--- src/rtl/ysyx_25040129_wbu_pkg.sv ---
// Shared types for the write-back stage: state encoding, CSR constants and
// the instruction bundle handed over by the load-store stage.
package ysyx_25040129_wbu_pkg;

  localparam int REGS_DIG = 5;
  localparam int CSR_DIG  = 12;

  localparam logic [CSR_DIG-1:0] CSR_MEPC       = 12'h341;
  localparam logic [CSR_DIG-1:0] CSR_MCAUSE     = 12'h342;
  localparam logic [31:0]        MCAUSE_ECALL_M = 32'd11;

  typedef enum logic [2:0] {
    S_IDLE,
    S_COMMIT,
    S_TRAP_CAUSE,
    S_FLUSH,
    S_REDIRECT
  } wbu_state_e;

  typedef struct packed {
    logic [31:0]         pc;
    logic [31:0]         result;
    logic [31:0]         csr_wdata;
    logic                reg_write;
    logic [REGS_DIG-1:0] rd;
    logic                csr_write;
    logic [CSR_DIG-1:0]  csr_addr;
    logic                ecall;
    logic                mret;
    logic                fence_i;
    logic                is_branch;
    logic [31:0]         branch_target;
  } wbu_bundle_t;

  // Plain bundles retire in COMMIT and allow pipelined acceptance.
  function automatic logic is_plain(wbu_bundle_t b);
    return !(b.ecall || b.mret || b.fence_i || b.is_branch);
  endfunction

endpackage

--- src/rtl/ysyx_25040129_wbu_if.sv ---
// LSU -> WBU bundle handshake.
interface ysyx_25040129_wbu_if;
  import ysyx_25040129_wbu_pkg::*;

  logic                is_req_valid_from_lsu;
  logic                is_req_ready_to_lsu;
  logic [31:0]         pc_in_wbu;
  logic [31:0]         result_in_wbu;
  logic [31:0]         csr_wdata_in_wbu;
  logic                reg_write_in_wbu;
  logic [REGS_DIG-1:0] rd_in_wbu;
  logic                csr_write_in_wbu;
  logic [CSR_DIG-1:0]  csr_addr_in_wbu;
  logic                ecall_in_wbu;
  logic                mret_in_wbu;
  logic                fence_i_in_wbu;
  logic                is_branch_in_wbu;
  logic [31:0]         branch_target_in_wbu;

  modport master (
    output is_req_valid_from_lsu, pc_in_wbu, result_in_wbu, csr_wdata_in_wbu,
           reg_write_in_wbu, rd_in_wbu, csr_write_in_wbu, csr_addr_in_wbu,
           ecall_in_wbu, mret_in_wbu, fence_i_in_wbu, is_branch_in_wbu,
           branch_target_in_wbu,
    input  is_req_ready_to_lsu
  );

  modport slave (
    input  is_req_valid_from_lsu, pc_in_wbu, result_in_wbu, csr_wdata_in_wbu,
           reg_write_in_wbu, rd_in_wbu, csr_write_in_wbu, csr_addr_in_wbu,
           ecall_in_wbu, mret_in_wbu, fence_i_in_wbu, is_branch_in_wbu,
           branch_target_in_wbu,
    output is_req_ready_to_lsu
  );

endinterface

--- src/rtl/ysyx_25040129_wbu.sv ---
// Write-back/commit stage: registers one bundle, drives RF/CSR writes and
// sequences trap entry, mret, fence.i flush and the front-end redirect.
module ysyx_25040129_wbu
  import ysyx_25040129_wbu_pkg::*;
(
  input  logic                clk,
  input  logic                rst_n,
  ysyx_25040129_wbu_if.slave  lsu,
  input  logic [31:0]         mtvec_in,
  input  logic [31:0]         mepc_in,
  output logic                rf_wen,
  output logic [REGS_DIG-1:0] rf_waddr,
  output logic [31:0]         rf_wdata,
  output logic                csr_wen,
  output logic [CSR_DIG-1:0]  csr_waddr,
  output logic [31:0]         csr_wdata,
  output logic                mret_pulse,
  output logic                icache_flush_req,
  input  logic                icache_flush_done,
  output logic                redirect_valid,
  output logic [31:0]         redirect_pc,
  input  logic                redirect_ready,
  output logic                inst_retire
);

  wbu_state_e  state_q, state_d;
  wbu_bundle_t bundle_q, bundle_d, req;
  logic [31:0] tgt_q, tgt_d;
  logic        ready, fire;

  always_comb begin
    req               = '0;
    req.pc            = lsu.pc_in_wbu;
    req.result        = lsu.result_in_wbu;
    req.csr_wdata     = lsu.csr_wdata_in_wbu;
    req.reg_write     = lsu.reg_write_in_wbu;
    req.rd            = lsu.rd_in_wbu;
    req.csr_write     = lsu.csr_write_in_wbu;
    req.csr_addr      = lsu.csr_addr_in_wbu;
    req.ecall         = lsu.ecall_in_wbu;
    req.mret          = lsu.mret_in_wbu;
    req.fence_i       = lsu.fence_i_in_wbu;
    req.is_branch     = lsu.is_branch_in_wbu;
    req.branch_target = lsu.branch_target_in_wbu;
  end

  // Gated by rst_n so ready is low for the whole reset window.
  assign ready = rst_n && ((state_q == S_IDLE) ||
                           ((state_q == S_COMMIT) && is_plain(bundle_q)));
  assign fire  = lsu.is_req_valid_from_lsu && ready;
  assign lsu.is_req_ready_to_lsu = ready;

  always_ff @(posedge clk or negedge rst_n) begin
    if (!rst_n) begin
      state_q  <= S_IDLE;
      bundle_q <= '0;
      tgt_q    <= '0;
    end else begin
      state_q  <= state_d;
      bundle_q <= bundle_d;
      tgt_q    <= tgt_d;
    end
  end

  always_comb begin
    state_d          = state_q;
    bundle_d         = bundle_q;
    tgt_d            = tgt_q;
    rf_wen           = 1'b0;
    rf_waddr         = '0;
    rf_wdata         = '0;
    csr_wen          = 1'b0;
    csr_waddr        = '0;
    csr_wdata        = '0;
    mret_pulse       = 1'b0;
    icache_flush_req = 1'b0;
    redirect_valid   = 1'b0;
    redirect_pc      = '0;
    inst_retire      = 1'b0;
    unique case (state_q)
      S_IDLE: begin
        if (fire) begin
          bundle_d = req;
          state_d  = S_COMMIT;
        end
      end
      S_COMMIT: begin
        if (bundle_q.ecall) begin
          csr_wen   = 1'b1;
          csr_waddr = CSR_MEPC;
          csr_wdata = bundle_q.pc;
          state_d   = S_TRAP_CAUSE;
        end else begin
          rf_wen     = bundle_q.reg_write && (bundle_q.rd != '0);
          rf_waddr   = rf_wen ? bundle_q.rd : '0;
          rf_wdata   = rf_wen ? bundle_q.result : '0;
          csr_wen    = bundle_q.csr_write;
          csr_waddr  = csr_wen ? bundle_q.csr_addr : '0;
          csr_wdata  = csr_wen ? bundle_q.csr_wdata : '0;
          mret_pulse = bundle_q.mret;
          if (bundle_q.mret) begin
            tgt_d   = mepc_in;
            state_d = S_REDIRECT;
          end else if (bundle_q.fence_i) begin
            tgt_d   = bundle_q.pc + 32'd4;
            state_d = S_FLUSH;
          end else if (bundle_q.is_branch) begin
            tgt_d   = bundle_q.branch_target;
            state_d = S_REDIRECT;
          end else begin
            inst_retire = 1'b1;
            if (fire) begin
              bundle_d = req;
              state_d  = S_COMMIT;
            end else begin
              state_d  = S_IDLE;
            end
          end
        end
      end
      S_TRAP_CAUSE: begin
        csr_wen   = 1'b1;
        csr_waddr = CSR_MCAUSE;
        csr_wdata = MCAUSE_ECALL_M;
        tgt_d     = mtvec_in;
        state_d   = S_REDIRECT;
      end
      S_FLUSH: begin
        icache_flush_req = 1'b1;
        if (icache_flush_done) state_d = S_REDIRECT;
      end
      S_REDIRECT: begin
        redirect_valid = 1'b1;
        redirect_pc    = tgt_q;
        if (redirect_ready) begin
          inst_retire = 1'b1;
          state_d     = S_IDLE;
        end
      end
      default: state_d = S_IDLE;
    endcase
  end

endmodule
--- src/flat_wrapper.sv ---
// flat-port wrapper written by rule: the top's interface ports become plain ports
module ysyx_25040129_wbu_flat import ysyx_25040129_wbu_pkg::*;
  (clk, rst_n, mtvec_in, mepc_in, rf_wen, rf_waddr, rf_wdata, csr_wen, csr_waddr, csr_wdata, mret_pulse, icache_flush_req, icache_flush_done, redirect_valid, redirect_pc, redirect_ready, inst_retire, lsu_is_req_valid_from_lsu, lsu_pc_in_wbu, lsu_result_in_wbu, lsu_csr_wdata_in_wbu, lsu_reg_write_in_wbu, lsu_rd_in_wbu, lsu_csr_write_in_wbu, lsu_csr_addr_in_wbu, lsu_ecall_in_wbu, lsu_mret_in_wbu, lsu_fence_i_in_wbu, lsu_is_branch_in_wbu, lsu_branch_target_in_wbu, lsu_is_req_ready_to_lsu);
  ysyx_25040129_wbu_if lsu_i ();
  input  logic clk;
  input  logic rst_n;
  input  logic [31:0] mtvec_in;
  input  logic [31:0] mepc_in;
  output logic rf_wen;
  output logic [REGS_DIG-1:0] rf_waddr;
  output logic [31:0] rf_wdata;
  output logic csr_wen;
  output logic [CSR_DIG-1:0] csr_waddr;
  output logic [31:0] csr_wdata;
  output logic mret_pulse;
  output logic icache_flush_req;
  input  logic icache_flush_done;
  output logic redirect_valid;
  output logic [31:0] redirect_pc;
  input  logic redirect_ready;
  output logic inst_retire;
  input wire logic [$bits(lsu_i.is_req_valid_from_lsu)-1:0] lsu_is_req_valid_from_lsu;
  input wire logic [$bits(lsu_i.pc_in_wbu)-1:0] lsu_pc_in_wbu;
  input wire logic [$bits(lsu_i.result_in_wbu)-1:0] lsu_result_in_wbu;
  input wire logic [$bits(lsu_i.csr_wdata_in_wbu)-1:0] lsu_csr_wdata_in_wbu;
  input wire logic [$bits(lsu_i.reg_write_in_wbu)-1:0] lsu_reg_write_in_wbu;
  input wire logic [$bits(lsu_i.rd_in_wbu)-1:0] lsu_rd_in_wbu;
  input wire logic [$bits(lsu_i.csr_write_in_wbu)-1:0] lsu_csr_write_in_wbu;
  input wire logic [$bits(lsu_i.csr_addr_in_wbu)-1:0] lsu_csr_addr_in_wbu;
  input wire logic [$bits(lsu_i.ecall_in_wbu)-1:0] lsu_ecall_in_wbu;
  input wire logic [$bits(lsu_i.mret_in_wbu)-1:0] lsu_mret_in_wbu;
  input wire logic [$bits(lsu_i.fence_i_in_wbu)-1:0] lsu_fence_i_in_wbu;
  input wire logic [$bits(lsu_i.is_branch_in_wbu)-1:0] lsu_is_branch_in_wbu;
  input wire logic [$bits(lsu_i.branch_target_in_wbu)-1:0] lsu_branch_target_in_wbu;
  output wire logic [$bits(lsu_i.is_req_ready_to_lsu)-1:0] lsu_is_req_ready_to_lsu;
  assign lsu_i.is_req_valid_from_lsu = lsu_is_req_valid_from_lsu;
  assign lsu_i.pc_in_wbu = lsu_pc_in_wbu;
  assign lsu_i.result_in_wbu = lsu_result_in_wbu;
  assign lsu_i.csr_wdata_in_wbu = lsu_csr_wdata_in_wbu;
  assign lsu_i.reg_write_in_wbu = lsu_reg_write_in_wbu;
  assign lsu_i.rd_in_wbu = lsu_rd_in_wbu;
  assign lsu_i.csr_write_in_wbu = lsu_csr_write_in_wbu;
  assign lsu_i.csr_addr_in_wbu = lsu_csr_addr_in_wbu;
  assign lsu_i.ecall_in_wbu = lsu_ecall_in_wbu;
  assign lsu_i.mret_in_wbu = lsu_mret_in_wbu;
  assign lsu_i.fence_i_in_wbu = lsu_fence_i_in_wbu;
  assign lsu_i.is_branch_in_wbu = lsu_is_branch_in_wbu;
  assign lsu_i.branch_target_in_wbu = lsu_branch_target_in_wbu;
  assign lsu_is_req_ready_to_lsu = lsu_i.is_req_ready_to_lsu;
  ysyx_25040129_wbu u_core (.clk(clk), .rst_n(rst_n), .lsu(lsu_i), .mtvec_in(mtvec_in), .mepc_in(mepc_in), .rf_wen(rf_wen), .rf_waddr(rf_waddr), .rf_wdata(rf_wdata), .csr_wen(csr_wen), .csr_waddr(csr_waddr), .csr_wdata(csr_wdata), .mret_pulse(mret_pulse), .icache_flush_req(icache_flush_req), .icache_flush_done(icache_flush_done), .redirect_valid(redirect_valid), .redirect_pc(redirect_pc), .redirect_ready(redirect_ready), .inst_retire(inst_retire));
endmodule
--- config.mk ---
export PLATFORM = sky130hd
export DESIGN_NAME = ysyx_25040129_wbu_flat
export DESIGN_NICKNAME = d
export VERILOG_FILES = /design/src/rtl/ysyx_25040129_wbu_pkg.sv /design/src/rtl/ysyx_25040129_wbu_if.sv /design/src/rtl/ysyx_25040129_wbu.sv /design/src/flat_wrapper.sv
export SDC_FILE = /design/constraint.sdc
export NUM_CORES = 1
export LEC_CHECK = 0
export ABC_AREA = 1
export CORE_MARGIN = 4
export CORE_UTILIZATION = 46
export CTS_CLUSTER_SIZE = 20
export DETAILED_ROUTE_END_ITERATION = 10
export HOLD_SLACK_MARGIN = 0.06
export PLACE_DENSITY = 0.81
export SETUP_SLACK_MARGIN = 0.02
export SLEW_MARGIN = 20
export SYNTH_ARGS = -nofsm -noshare
export SYNTH_HDL_FRONTEND = slang
export SYNTH_SLANG_ARGS = --single-unit
--- constraint.sdc ---
create_clock -name clk -period 2.4 [get_ports clk]
set_clock_uncertainty 0.2 [all_clocks]
set_input_delay 0.72 -clock clk [delete_from_list [all_inputs] [get_ports clk]]
set_output_delay 0.72 -clock clk [all_outputs]
set_load 0.005 [all_outputs]
==> impl_metrics.toml <==
[status]
status = "finished, violations left"
violations = "negative setup slack"

[floorplanning]
core-area_um2 = 21000
die_area_um2 = 23600
rows = 53
die_w_um = 154
start_util_pct = 46.6
die_h_um = 154
ioPinCount = 340

[final_layout]
fin_cells = 1910
fin_nets = 1841
nFillCells = 1527
drive_gt1_share_pct = 26.7
layout_commonest_cell = "clkdlybuf4s50_1"
syn_to_final_growth_pct = 57.0
layout_common_cells = "clkdlybuf4s50_1, nor2_1, dfrtp_1"

[grt]
antenna_found_initial = 2
grt_max_degree = 184
grt_usage_pct = 30.7
grt_pass1_vias = 10300
grt_pass1_wl_um = 57500
grt-ovfl-total = 0

[clock_tree]
cts.clk_slew.worst_paths_ns = 0.08
cts-buffers-inserted = 17
clk_latency_ns = 0.43
cts_max_level = 4
clkSinkCount = 186
root_buffer = "clkbuf_16"
clock_path_buffers = 2
cts_tree = "built"

[power_and_ir_drop]
cellLeakagePower_uw = 0.00757
combPwrFrac_pct = 54.8
finalPower_uw = 18400
clockPowerShare_pct = 15.5
internal_power_uw = 10500
sw_frac_of_total_pct = 43.1
p_sw_uw = 7920
power.density_nw_per_um2 = 1200
seqPwrFrac_pct = 29.7
peakVddDrop_mv = 0.606

[route]
first_pass_iters = 6
wl_per_cell_um = 20.0
vias = 10200
final_antenna_net_count = 0
wirelength_um = 38200
drt_iter0_drc = 801
vias_per_cell = 5.34
route.detailed.drc = 0

[job]
cap_violations = 0

[timing]
setup_viol = 120
fin_crit_sh_pct = 120
worstMarginPinSlew_ns = 0.965
period_needed_ns = 2.89
setup_ws_ns = -0.487
slew_viol_final = 0
maxSlewHeadroom_pct = 35.7
fmax_ghz = 0.346
hold_violations = 0
grt_setup_unrepaired = "true"

[critical_path]
setup.worst_path.end_class = "primary output"
worst_ep_arrival_time_ns = 1.97
path_class = "register to primary output"
startpoint_type = "register"
cp.required_ns = 1.48
cp_max_fo = 4

[synth]
ys_types = 37
synth-main-ff-cell = "dfrtp_1"
ys_seq_area_share_pct = 47.6
synth_fp_nets = 1435
ys.warnings.count = 0
synth_seq_cells = 186
async_reset_ff_share_pct = 100
syn_inst = 1214
synth_enable_flop_cells = 0
avgSynthCellArea_um2 = 8.05
synth_area_um2 = 9770

[placement]
dpl.cell_count = 1834
post-place-ws_ns = -0.413
gp_congestion = 0.896
portBuffers = 339
dp_hpwl_um = 25900

[hold_path]
hold_path_class = "register to register"
-- stage by stage --
step | instance area (um2) | util, % | TNS (ns) | hold slack (ns)
3_5_place_dp | 13800 | 65.9 | -30.81 | 0.265
4_1_cts | 15000 | 71.4 | -49.70 | 0.286
5_1_grt | 15300 | 73.2 | -54.42 | 0.306
6_report | 15300 | 73.2 | -46.96 | 0.288
3_3_place_gp | 13800 | 65.9 | -27.96 | 0.262
2_1_floorplan | 9770 | - | 0 | 0.224
-- path summary, 6_finish.rpt --
kind | startpoint | to | slack [ns] | cells past startpoint
worst min-delay path | u_core.tgt_q[20] | u_core.tgt_q[20] | 0.29 | 2
worst min register to register | u_core.tgt_q[20] | u_core.tgt_q[20] | 0.29 | 2
worst max-delay path | u_core.state_q[2] | rf_wdata[10] | -0.49 | 10
min in group asynchronous | rst_n | u_core.bundle_q[34] | 0.59 | 3
max in group asynchronous | rst_n | u_core.bundle_q[138] | 0.24 | 4
worst max register to register | u_core.state_q[2] | u_core.bundle_q[97] | 0.04 | 12
-- worst max-delay path: stages (launching register included) --
cell and delay [ns]:
dfrtp_1 0.42, nor2_4 0.14, buf_6 0.12, nand3_4 0.07, inv_4 0.08, nand3_4 0.11
buf_6 0.16, buf_16 0.14, buf_12 0.13, nor2_4 0.07, buf_2 0.11
-- power groups by stage --
stage | Combinational [uW] | Sequential (uW) | Clock [uW]
global placement | 8620 | 5390 | 0
detailed placement | 8780 | 5470 | 0
global route | 10900 | 5610 | 3010
CTS | 9390 | 5420 | 2870
finish | 10100 | 5470 | 2840
floorplan | 5030 | 5210 | 0
-- sequential cells by signal, summed over array words and instances (netlist names) --
register and count:
u_core.state_q 3, u_core.tgt_q 32, u_core.bundle_q 151
-- Yosys cell counts (6+ instances only) --
cell	instances	share of area, %
clkbuf_1	36	1.4
xor2_1	7	0.63
nor2_1	260	10
a22oi_1	19	1.5
buf_6	15	1.7
nand2_1	159	6.1
inv_1	172	6.6
o22ai_1	37	2.4
dfrtp_1	186	48
nand3_1	39	2.0
a21oi_2	9	0.81
nor3_1	6	0.31
o21ai_0	39	2.0
mux2_4	25	3.8
mux2_2	15	1.7
o211ai_1	8	0.61
a21oi_1	128	6.6
buf_1	6	0.23
a221oi_1	8	0.72
-- logic make-up after synthesis --
group                    share of synthesized area [%]
AO/OA/AOI/OAI                                     16.0
buffers and inverters                             10.5
multiplexers                                      5.57
XOR/XNOR                                         0.717
AND/OR/NAND/NOR                                   19.5
flip-flops                                        47.6
adder cells (fa/ha/maj)                          0.128
-- metal layers --
metal	GRT usage [%]	part of all wire, %	vias up
met4	10.1	3.0	0
met5	0	0	-
li1	-	-	4724
met1	40.3	40	4854
met2	50.7	48	540
met3	6.90	8.5	86
-- layout make-up --
class                      count  area [um2]  area share [%]
sequential                   186        4650            30.3
timing repair buffer         452        4430            28.9
clock buffer                  17         425            2.77
antenna                        2        5.00          0.0326
inverter                     173         659            4.30
tap                          275         344            2.24
multi-input combinational    790        4660            30.4
clock inverter                15         159            1.04
-- what timing repair did --
| item | in CTS | in global routing |
|---|---|---|
| gates cloned | 9 | 4 |
| hold endpoints to repair | 3 | 0 |
| endpoints found under the setup margin | 120 | 132 |
| pin swaps | 8 | 8 |
| hold buffers | 1 | 0 |
| resized for setup | 536 | 110 |
| buffers inserted | 20 | 11 |
No activity file was read; power rests on OpenSTA's default activity.
